$ cat config.mk
export PLATFORM = sky130hd
export DESIGN_NAME = hangman_host_display
export DESIGN_NICKNAME = d
export VERILOG_FILES = /design/src/rtl/hangman_host_display.sv
export SDC_FILE = /design/constraint.sdc
export NUM_CORES = 1
export LEC_CHECK = 0
export BUFFER_PORTS_ARGS = -buffer_cell sky130_fd_sc_hd__buf_4
export CORE_MARGIN = 4
export CORE_UTILIZATION = 52
export DETAILED_ROUTE_END_ITERATION = 8
export GPL_TIMING_DRIVEN = 1
export PLACE_DENSITY = 0.8
export SLEW_MARGIN = 0
export SYNTH_ARGS = -nofsm -noshare
export SYNTH_HDL_FRONTEND = slang
export SYNTH_SLANG_ARGS = --single-unit
$ cat constraint.sdc
create_clock -name clk -period 3.7 [get_ports clk]
set_clock_uncertainty 0.1 [all_clocks]
set_input_delay 0.37 -clock clk [delete_from_list [all_inputs] [get_ports clk]]
set_output_delay 0.37 -clock clk [all_outputs]
set_load 0.02 [all_outputs]
$ cat src/rtl/hangman_host_display.sv
// ---------------------------------------------------------------------------
// hangman_host_display
//   Game host for hangman. Holds the secret word, the revealed-position mask,
//   and the list of wrong letters. It also renders a registered 16x2 LCD image.
//
// Ports
//   clk          system clock, rising edge
//   nRst         asynchronous active-low reset
//   load         one-cycle pulse: start a new game with `word`
//   word         WORD_LEN ASCII chars, char 0 in the MSB byte
//   guess_valid  guess qualifier (accepted when guess_ready is also 1)
//   guess        ASCII guess letter
//   guess_ready  1 while a game is in progress (state == PLAY)
//   state        IDLE=0, PLAY=1, WIN=2, LOSE=3
//   num_correct  number of revealed word positions
//   num_mistake  number of accepted wrong guesses
//   guess_hit    pulse: last accepted guess revealed at least one position
//   guess_miss   pulse: last accepted guess was a new wrong letter
//   disp         LCD image, top row char 0 at [255:248], bottom char 0 at [127:120]
// ---------------------------------------------------------------------------
module hangman_host_display #(
   parameter int WORD_LEN     = 5,
   parameter int MAX_MISTAKES = 6
) (
   input  logic                  clk,
   input  logic                  nRst,
   input  logic                  load,
   input  logic [8*WORD_LEN-1:0] word,
   input  logic                  guess_valid,
   input  logic [7:0]            guess,
   output logic                  guess_ready,
   output logic [1:0]            state,
   output logic [4:0]            num_correct,
   output logic [3:0]            num_mistake,
   output logic                  guess_hit,
   output logic                  guess_miss,
   output logic [255:0]          disp
);

   typedef enum logic [1:0] {
      ST_IDLE = 2'd0,
      ST_PLAY = 2'd1,
      ST_WIN  = 2'd2,
      ST_LOSE = 2'd3
   } state_e;

   localparam logic [7:0] CH_SPACE = 8'h20;
   localparam logic [7:0] CH_BLANK = 8'h5F;
   localparam logic [3:0] MAX_M    = 4'(MAX_MISTAKES);

   // Word/mistake storage is indexed by character position (index 0 = char 0).
   state_e                               state_q, state_d;
   logic [WORD_LEN-1:0][7:0]             word_q, word_d;
   logic [WORD_LEN-1:0]                  rev_q, rev_d;
   logic [MAX_MISTAKES-1:0][7:0]         miss_list_q, miss_list_d;
   logic [3:0]                           num_mistake_q, num_mistake_d;
   logic                                 hit_q, hit_d;
   logic                                 miss_q, miss_d;
   logic [255:0]                         disp_q, disp_d;

   function automatic logic [7:0] to_upper(input logic [7:0] c);
      return (c >= 8'h61 && c <= 8'h7A) ? (c - 8'h20) : c;
   endfunction

   function automatic logic is_letter(input logic [7:0] c);
      return (c >= 8'h41 && c <= 8'h5A);
   endfunction

   // ------------------------------------------------------------------
   // Guess classification against the current game registers
   // ------------------------------------------------------------------
   logic [7:0]          g_up;
   logic                g_letter;
   logic [WORD_LEN-1:0] g_new;     // unrevealed positions holding the letter
   logic                g_any;     // letter occurs anywhere in the word
   logic                g_listed;  // letter already in the mistake list

   always_comb begin
      g_up     = to_upper(guess);
      g_letter = is_letter(g_up);
      g_new    = '0;
      g_any    = 1'b0;
      g_listed = 1'b0;
      for (int c = 0; c < WORD_LEN; c++) begin
         if (word_q[c] == g_up) begin
            g_any = 1'b1;
            if (!rev_q[c]) g_new[c] = 1'b1;
         end
      end
      for (int i = 0; i < MAX_MISTAKES; i++) begin
         if (4'(i) < num_mistake_q && miss_list_q[i] == g_up) g_listed = 1'b1;
      end
   end

   // ------------------------------------------------------------------
   // Game next-state
   // ------------------------------------------------------------------
   always_comb begin
      state_d       = state_q;
      word_d        = word_q;
      rev_d         = rev_q;
      miss_list_d   = miss_list_q;
      num_mistake_d = num_mistake_q;
      hit_d         = 1'b0;
      miss_d        = 1'b0;

      if (load) begin
         // load overrides everything, including a guess in the same cycle
         for (int c = 0; c < WORD_LEN; c++) begin
            word_d[c] = to_upper(word[8*(WORD_LEN-1-c) +: 8]);
            rev_d[c]  = !is_letter(word_d[c]);
         end
         miss_list_d   = '0;
         num_mistake_d = '0;
         state_d       = ST_PLAY;
      end else if (state_q == ST_PLAY) begin
         if (guess_valid && g_letter) begin
            if (|g_new) begin
               rev_d = rev_q | g_new;
               hit_d = 1'b1;
            end else if (!g_any && !g_listed && num_mistake_q < MAX_M) begin
               for (int i = 0; i < MAX_MISTAKES; i++) begin
                  if (4'(i) == num_mistake_q) miss_list_d[i] = g_up;
               end
               num_mistake_d = num_mistake_q + 4'd1;
               miss_d        = 1'b1;
            end
         end
         // Terminal checks look at the registered values, so WIN/LOSE land
         // one edge after the final reveal / final mistake.
         if (&rev_q)                        state_d = ST_WIN;
         else if (num_mistake_q >= MAX_M)   state_d = ST_LOSE;
      end
   end

   // ------------------------------------------------------------------
   // Display image, built from the current game registers so it trails
   // them by one edge.
   // ------------------------------------------------------------------
   always_comb begin
      logic [63:0] msg;
      disp_d = {32{CH_SPACE}};
      msg    = "YOU WIN!";
      case (state_q)
         ST_PLAY: begin
            for (int c = 0; c < WORD_LEN; c++)
               disp_d[255-8*c -: 8] = rev_q[c] ? word_q[c] : CH_BLANK;
            for (int i = 0; i < MAX_MISTAKES; i++)
               disp_d[127-16*i -: 8] = (4'(i) < num_mistake_q) ? miss_list_q[i] : CH_BLANK;
         end
         ST_WIN, ST_LOSE: begin
            if (state_q == ST_LOSE) msg = "YOU LOSE";
            disp_d[255 -: 64] = msg;
            for (int c = 0; c < WORD_LEN; c++)
               disp_d[127-8*c -: 8] = word_q[c];
         end
         default: ;
      endcase
   end

   always_ff @(posedge clk or negedge nRst) begin
      if (!nRst) begin
         state_q       <= ST_IDLE;
         word_q        <= '0;
         rev_q         <= '0;
         miss_list_q   <= '0;
         num_mistake_q <= '0;
         hit_q         <= 1'b0;
         miss_q        <= 1'b0;
         disp_q        <= '0;
      end else begin
         state_q       <= state_d;
         word_q        <= word_d;
         rev_q         <= rev_d;
         miss_list_q   <= miss_list_d;
         num_mistake_q <= num_mistake_d;
         hit_q         <= hit_d;
         miss_q        <= miss_d;
         disp_q        <= disp_d;
      end
   end

   // num_correct is a pure function of the mask, so it can never drift.
   always_comb begin
      num_correct = '0;
      for (int c = 0; c < WORD_LEN; c++) num_correct = num_correct + 5'(rev_q[c]);
   end

   assign state       = state_q;
   assign guess_ready = (state_q == ST_PLAY);
   assign num_mistake = num_mistake_q;
   assign guess_hit   = hit_q;
   assign guess_miss  = miss_q;
   assign disp        = disp_q;

endmodule

==> results.py, run 1 <==
metrics = {
    "run_status": {
        "status": "finished, final reports clean",
    },
    "critical_path": {
        "crit_chain": "buf_4 > clkinv_1 > ha_1 > and3_1 > o221a_4 > or3_1 > a2111oi_0 > a32oi_1 > nor3b_2 > buf_4 > and4_4 > o21ba_1",
        "cp-start-kind": "primary input",
        "slowest_delay_ns": 0.53,
        "worst-path-buf-inv": 3,
        "critPathRequiredTime_ns": 3.99,
        "cp_common_cell": "buf_4",
        "crit_family": "compound AO/OA/AOI/OAI gates",
        "critPathKind": "in -> reg",
        "worstPathMaxFanout": 11,
        "worstSetupEndpointType": "register",
        "slowest_stage": "a2111oi_0",
        "cp.arrival_ns": 3.32,
    },
    "clocking": {
        "ctsHoldBuffers": 7,
        "cts_num_sinks": 211,
        "cts_tree": "yes",
        "clock-root-buffer": "clkbuf_16",
        "clk_latency_ns": 0.50,
        "post_cts_buffers": 0,
        "clkSlewWorstSetupHoldPaths_ns": 0.06,
        "cts-htree-levels": 1,
        "cts_resized": 0,
        "cts_buffers": 22,
        "ctsLongestPathBuffers": 3,
    },
    "global_routing": {
        "antenna_found_initial": 1,
        "grtUsageTotal_pct": 25.5,
        "grt_pass1_vias": 8468,
        "use_met2_pct": 42.9,
        "use_met1_pct": 34.5,
        "grtUsageMet3_pct": 4.27,
        "grt_start_max_net_pins": 94,
        "overflow": 0,
        "grt_pass1_wl_um": 47800,
        "grt_busiest_layer": "met2",
    },
    "yosys": {
        "ys_ff_latch": 211,
        "postSynthCellCount": 1094,
        "yosys-top-cells-count": "dfrtp_1 (211), buf_4 (149), o21ai_0 (84)",
        "synth-edff-count": 0,
        "yosys_warnings": 0,
        "synth_most_common_cell": "dfrtp_1",
        "netlist_area_mm2": 0.0109,
        "synth-main-ff-cell": "dfrtp_1",
        "ys_seq_area_share_pct": 48.3,
        "synth_top_area_share_pct": 48.3,
        "synth_cell_types": 74,
        "avgSynthCellArea_um2": 9.99,
        "synth_area_leader_cell": "dfrtp_1",
        "ys_top_cells_by_area": "dfrtp_1 (48%), buf_4 (10%), o21ai_0 (3.8%), xnor2_1 (3.1%), mux2i_1 (2.9%)",
        "synthArstFlopShare_pct": 100,
    },
    "sta": {
        "finalCritPeriodShare_pct": 82.1,
        "finalSetupViolCount": 0,
        "tns_ns": 0,
        "max_freq_ghz": 0.329,
        "rsz0062_at_grt": "no",
        "timing.hold.ws_ns": 0.0151,
        "worst-slew-pin-transition_ns": 0.781,
        "fin_crit_ns": 3.04,
        "relSlewSlack_pct": 47.9,
        "postLayoutSetupSlackWorst_ns": 0.663,
        "finalHoldViolations": 0,
        "maxSlewViolCount": 0,
    },
    "floorplanning": {
        "initial_core_util_pct": 53.5,
        "dieArea_mm2": 0.0234,
        "io_pins": 322,
        "die_h_um": 153,
        "coreArea_mm2": 0.0204,
        "placementRows": 52,
        "die_width_um": 153,
    },
    "place": {
        "placed_cells": 1504,
        "gp_congestion": 0.981,
        "place_hpwl_um": 21900,
        "place_ws_ns": 0.151,
        "portBuffers": 200,
        "placed_cell_area_mm2": 0.0121,
    },
    "final_layout": {
        "fin_nets": 1330,
        "stdcell_count": 1549,
        "synthToLayoutAreaGrowth_pct": 17.9,
        "final_core_util_pct": 63.1,
        "antenna_cells": 0,
        "stdcell_area_mm2": 0.0129,
        "drive_gt1_share_pct": 23.4,
    },
    "drt": {
        "dr.first_iter.drc_count": 616,
        "antenna_left": 0,
        "via_count": 8247,
        "dr.pass1.iters": 5,
        "wl_um": 30400,
        "via_per_inst": 5.32,
        "wl_per_cell_um": 19.6,
        "drc": 0,
    },
    "pwr": {
        "finalPower_mw": 6.81,
        "leakagePower_nw": 6.33,
        "max-vdd-ir-drop_uv": 265,
        "p_per_area_mw_per_mm2": 528,
    },
    "min_path": {
        "hp-class": "in -> reg",
    },
    "job": {
        "max_cap_violations": 0,
    },
}
## logic make-up after synthesis
logic type	Yosys count	share of synthesized area, %
adder cells (fa/ha/maj)	13	1.63
flip-flops	211	48.3
XOR/XNOR	62	4.97
other	2	0.0687
multiplexers	47	4.47
AND/OR/NAND/NOR	292	14.2
buffers and inverters	258	14.3
AO/OA/AOI/OAI	209	12.1
## power breakdown
group | internal, mW | total [mW] | switching [mW]
clock | 1.40 | 2.29 | 0.895
sequential | 2.60 | 2.77 | 0.172
combinational | 0.632 | 1.74 | 1.11
total | 4.63 | 6.81 | 2.18
## path summary, 6_finish.rpt
path,start,end,slack [ns],cells past startpoint
min reg2reg,miss_list_q[46],disp[46],0.40,2
min in group asynchronous,nRst,disp[104],0.39,2
max reg2reg,num_mistake[1],num_mistake[2],0.70,12
max in group asynchronous,nRst,word_q[0],2.25,3
max,guess[6],num_mistake[2],0.66,12
min,word[22],word_q[22],0.02,3
## placed cells by master (no fill, tap or decap), types with 32 or more instances in the layout
cell,instances
a21oi_1,51
buf_4,221
conb_1,122
dfrtp_1,211
inv_1,52
mux2i_1,32
nand2_1,75
nand2b_1,40
nor2_1,73
o21ai_0,84
xnor2_1,39
## worst register-to-register path: cells and delay by family (launching register included)
kind                       cells  cell delay [ns]
adders and majority gates      1             0.24
buffers and inverters          4             0.62
DFF                            1             0.51
and+or+nand+nor                3             0.70
AOI/OAI and AO/OA              4             0.72
## area by class of cell
class,instances,area (um2)
clock buffers,28,624
flip-flops and latches,211,5280
repair buffers,230,1760
well taps,270,338
fillers,1690,7540
multi-input cells,745,4540
clock inverters,10,130
inverters,55,206
## per-layer routing
| layer | vias up | wire, um |
|---|---|---|
| met2 | 396 | 14800 |
| li1 | 3759 | - |
| met1 | 4034 | 12400 |
| met3 | 56 | 2470 |
| met4 | 2 | 682 |
| met5 | - | 13 |
## state kept, by name, summed over array words and instances (netlist names)
name	cells
disp	110
miss_list_q	48
word_q	40
rev_q	5
num_mistake	4
state	2
guess_hit	1
guess_miss	1
Note: power is estimated with default switching activity, not from simulation.
==> run 2, diff against run 1 <==
--- a/config.mk
+++ b/config.mk
@@ -7,10 +7,10 @@
 export LEC_CHECK = 0
 export BUFFER_PORTS_ARGS = -buffer_cell sky130_fd_sc_hd__buf_4
 export CORE_MARGIN = 4
-export CORE_UTILIZATION = 52
+export CORE_UTILIZATION = 47
 export DETAILED_ROUTE_END_ITERATION = 8
 export GPL_TIMING_DRIVEN = 1
-export PLACE_DENSITY = 0.8
+export PLACE_DENSITY = 0.77
 export SLEW_MARGIN = 0
 export SYNTH_ARGS = -nofsm -noshare
 export SYNTH_HDL_FRONTEND = slang
==> constraint.sdc (replaced) <==
create_clock -name clk -period 2.55 [get_ports clk]
set_clock_uncertainty 0.1 [all_clocks]
set_input_delay 0.255 -clock clk [delete_from_list [all_inputs] [get_ports clk]]
set_output_delay 0.255 -clock clk [all_outputs]
set_load 0.02 [all_outputs]
==> results.py, run 2 (same netlist as run 1, synthesis figures left out) <==
metrics = {
    "run_status": {
        "status": "finished with violations",
        "violations": "negative setup slack",
    },
    "final_layout": {
        "final.fill_count": 1737,
        "largest_reg_flops": 110,
        "fin_nets": 1502,
        "drive_gt1_share_pct": 32.6,
        "stdcell_area_mm2": 0.0149,
        "synthToLayoutAreaGrowth_pct": 35.9,
        "mostFrequentLayoutCells": "buf_4 (331), dfrtp_1 (210), conb_1 (122), o21ai_0 (82), nand2_1 (74)",
        "final_core_util_pct": 65.2,
        "layout_commonest_cell": "buf_4",
    },
    "place": {
        "gp_congestion": 0.938,
        "portBuffers": 200,
        "place_hpwl_um": 24400,
        "place_ws_ns": -0.613,
        "placed_cell_area_mm2": 0.0132,
    },
    "drt": {
        "route.met3.wl_um": 2740,
        "wl_met1_um": 14000,
        "via_count": 9086,
        "wl_per_cell_um": 19.3,
        "drc": 0,
        "wl_met2_um": 16200,
        "wl_um": 34100,
        "top_layer_used": "met4",
        "dr.pass1.iters": 6,
        "antenna_left": 0,
        "via_per_inst": 5.14,
        "dr.first_iter.drc_count": 751,
    },
    "clocking": {
        "clkSlewWorstSetupHoldPaths_ns": 0.06,
        "cts-htree-levels": 1,
        "ctsLongestPathBuffers": 3,
        "cts_buffers": 22,
        "clk_latency_ns": 0.51,
        "cts_num_sinks": 211,
        "clock-root-buffer": "clkbuf_16",
        "cts_tree": "yes",
    },
    "sta": {
        "finalSetupViolCount": 18,
        "finalCritPeriodShare_pct": 103,
        "postLayoutSetupSlackWorst_ns": -0.0803,
        "rsz0062_at_grt": "yes",
        "worst-slew-pin-transition_ns": 0.624,
        "max_freq_ghz": 0.380,
        "finalHoldViolations": 0,
        "fin_crit_ns": 2.63,
        "maxSlewViolCount": 0,
        "relSlewSlack_pct": 58.4,
    },
    "floorplanning": {
        "io_pins": 322,
        "dieArea_mm2": 0.0258,
        "coreArea_mm2": 0.0228,
        "initial_core_util_pct": 48.0,
        "placementRows": 55,
        "die_width_um": 161,
        "die_h_um": 161,
    },
    "global_routing": {
        "grtUsageTotal_pct": 25.6,
        "antenna_found_initial": 2,
        "grt_pass1_wl_um": 52500,
        "grt_pass1_vias": 9242,
        "overflow": 0,
        "grt_start_max_net_pins": 76,
    },
    "pwr": {
        "leakagePower_nw": 7.28,
        "max-vdd-ir-drop_uv": 457,
        "finalPower_mw": 10.2,
        "p_per_area_mw_per_mm2": 686,
    },
    "critical_path": {
        "worstSetupEndpointType": "register",
        "critPathKind": "reg -> reg",
        "worstPathMaxFanout": 6,
        "cp-start-kind": "register",
        "cp.arrival_ns": 2.95,
        "critPathRequiredTime_ns": 2.87,
    },
    "job": {
        "max_cap_violations": 0,
    },
    "min_path": {
        "hp-class": "in -> reg",
    },
}
run 2: critical path: stages, from the launching register on:
cell and delay, ns:
dfrtp_1 0.40, xnor2_1 0.21, nand4_1 0.15, a2111oi_2 0.24
buf_4 0.17, nand3_1 0.13, o31ai_1 0.24, buf_4 0.16
nor4_4 0.03, buf_4 0.17, buf_6 0.13, nand3_4 0.07
buf_6 0.14, mux2i_1 0.19
run 2: timing repair:
item / CTS / global route
pin swaps: 8 / 23
hold buffers: 47 / 0
cloned: 1 / 0
endpoints found under the hold margin: 114 / 0
setup buffers: 4 / 7
resized for setup: 24 / 50
setup endpoints to repair: 47 / 55
run 2: worst paths after layout:
check / start / endpoint / slack, ns / cells past startpoint
max: word_q[10] / miss_list_q[4] / -0.08 / 13
min: word[38] / word_q[6] / 0.10 / 5
max reg2reg: word_q[10] / miss_list_q[4] / -0.08 / 13
min reg2reg: miss_list_q[47] / disp[47] / 0.40 / 2
max in group asynchronous: nRst / disp[105] / 1.37 / 3
min in group asynchronous: nRst / disp[103] / 0.26 / 2
run 2: area by class of cell:
cell class              instances  area [um2]  share of cell area (%)
clock inverters                 8        98.8                   0.665
repair buffers                401        3280                    22.1
multi-input cells             746        4940                    33.3
well taps                     313         392                    2.64
clock buffers                  30         652                    4.39
flip-flops and latches        211        5280                    35.5
inverters                      55         208                    1.40
diodes                          2        5.00                  0.0337
run 2: power breakdown:
part | internal [mW] | total (mW) | switching [mW]
clock | 1.99 | 3.32 | 1.33
sequential | 3.77 | 3.97 | 0.198
combinational | 1.12 | 2.91 | 1.79
total | 6.88 | 10.2 | 3.32
run 2: per-layer routing:
layer  global-route usage, %  up-vias
met5                       0        -
met1                    34.4     4443
met3                    4.16       67
li1                        -     4125
met2                    42.1      451
met4                    9.27        0
run 2: stage by stage:
stage                     setup TNS (ns)  hold slack (ns)  cells
after floorplan                    -9.80           -0.141   1214
after global placement            -26.12            0.223   1670
after detailed placement          -26.75            0.226   1670
after CTS                         -0.288           0.0389   1758
after global routing               -3.78           0.0836   1766
final                             -0.948            0.102   1766
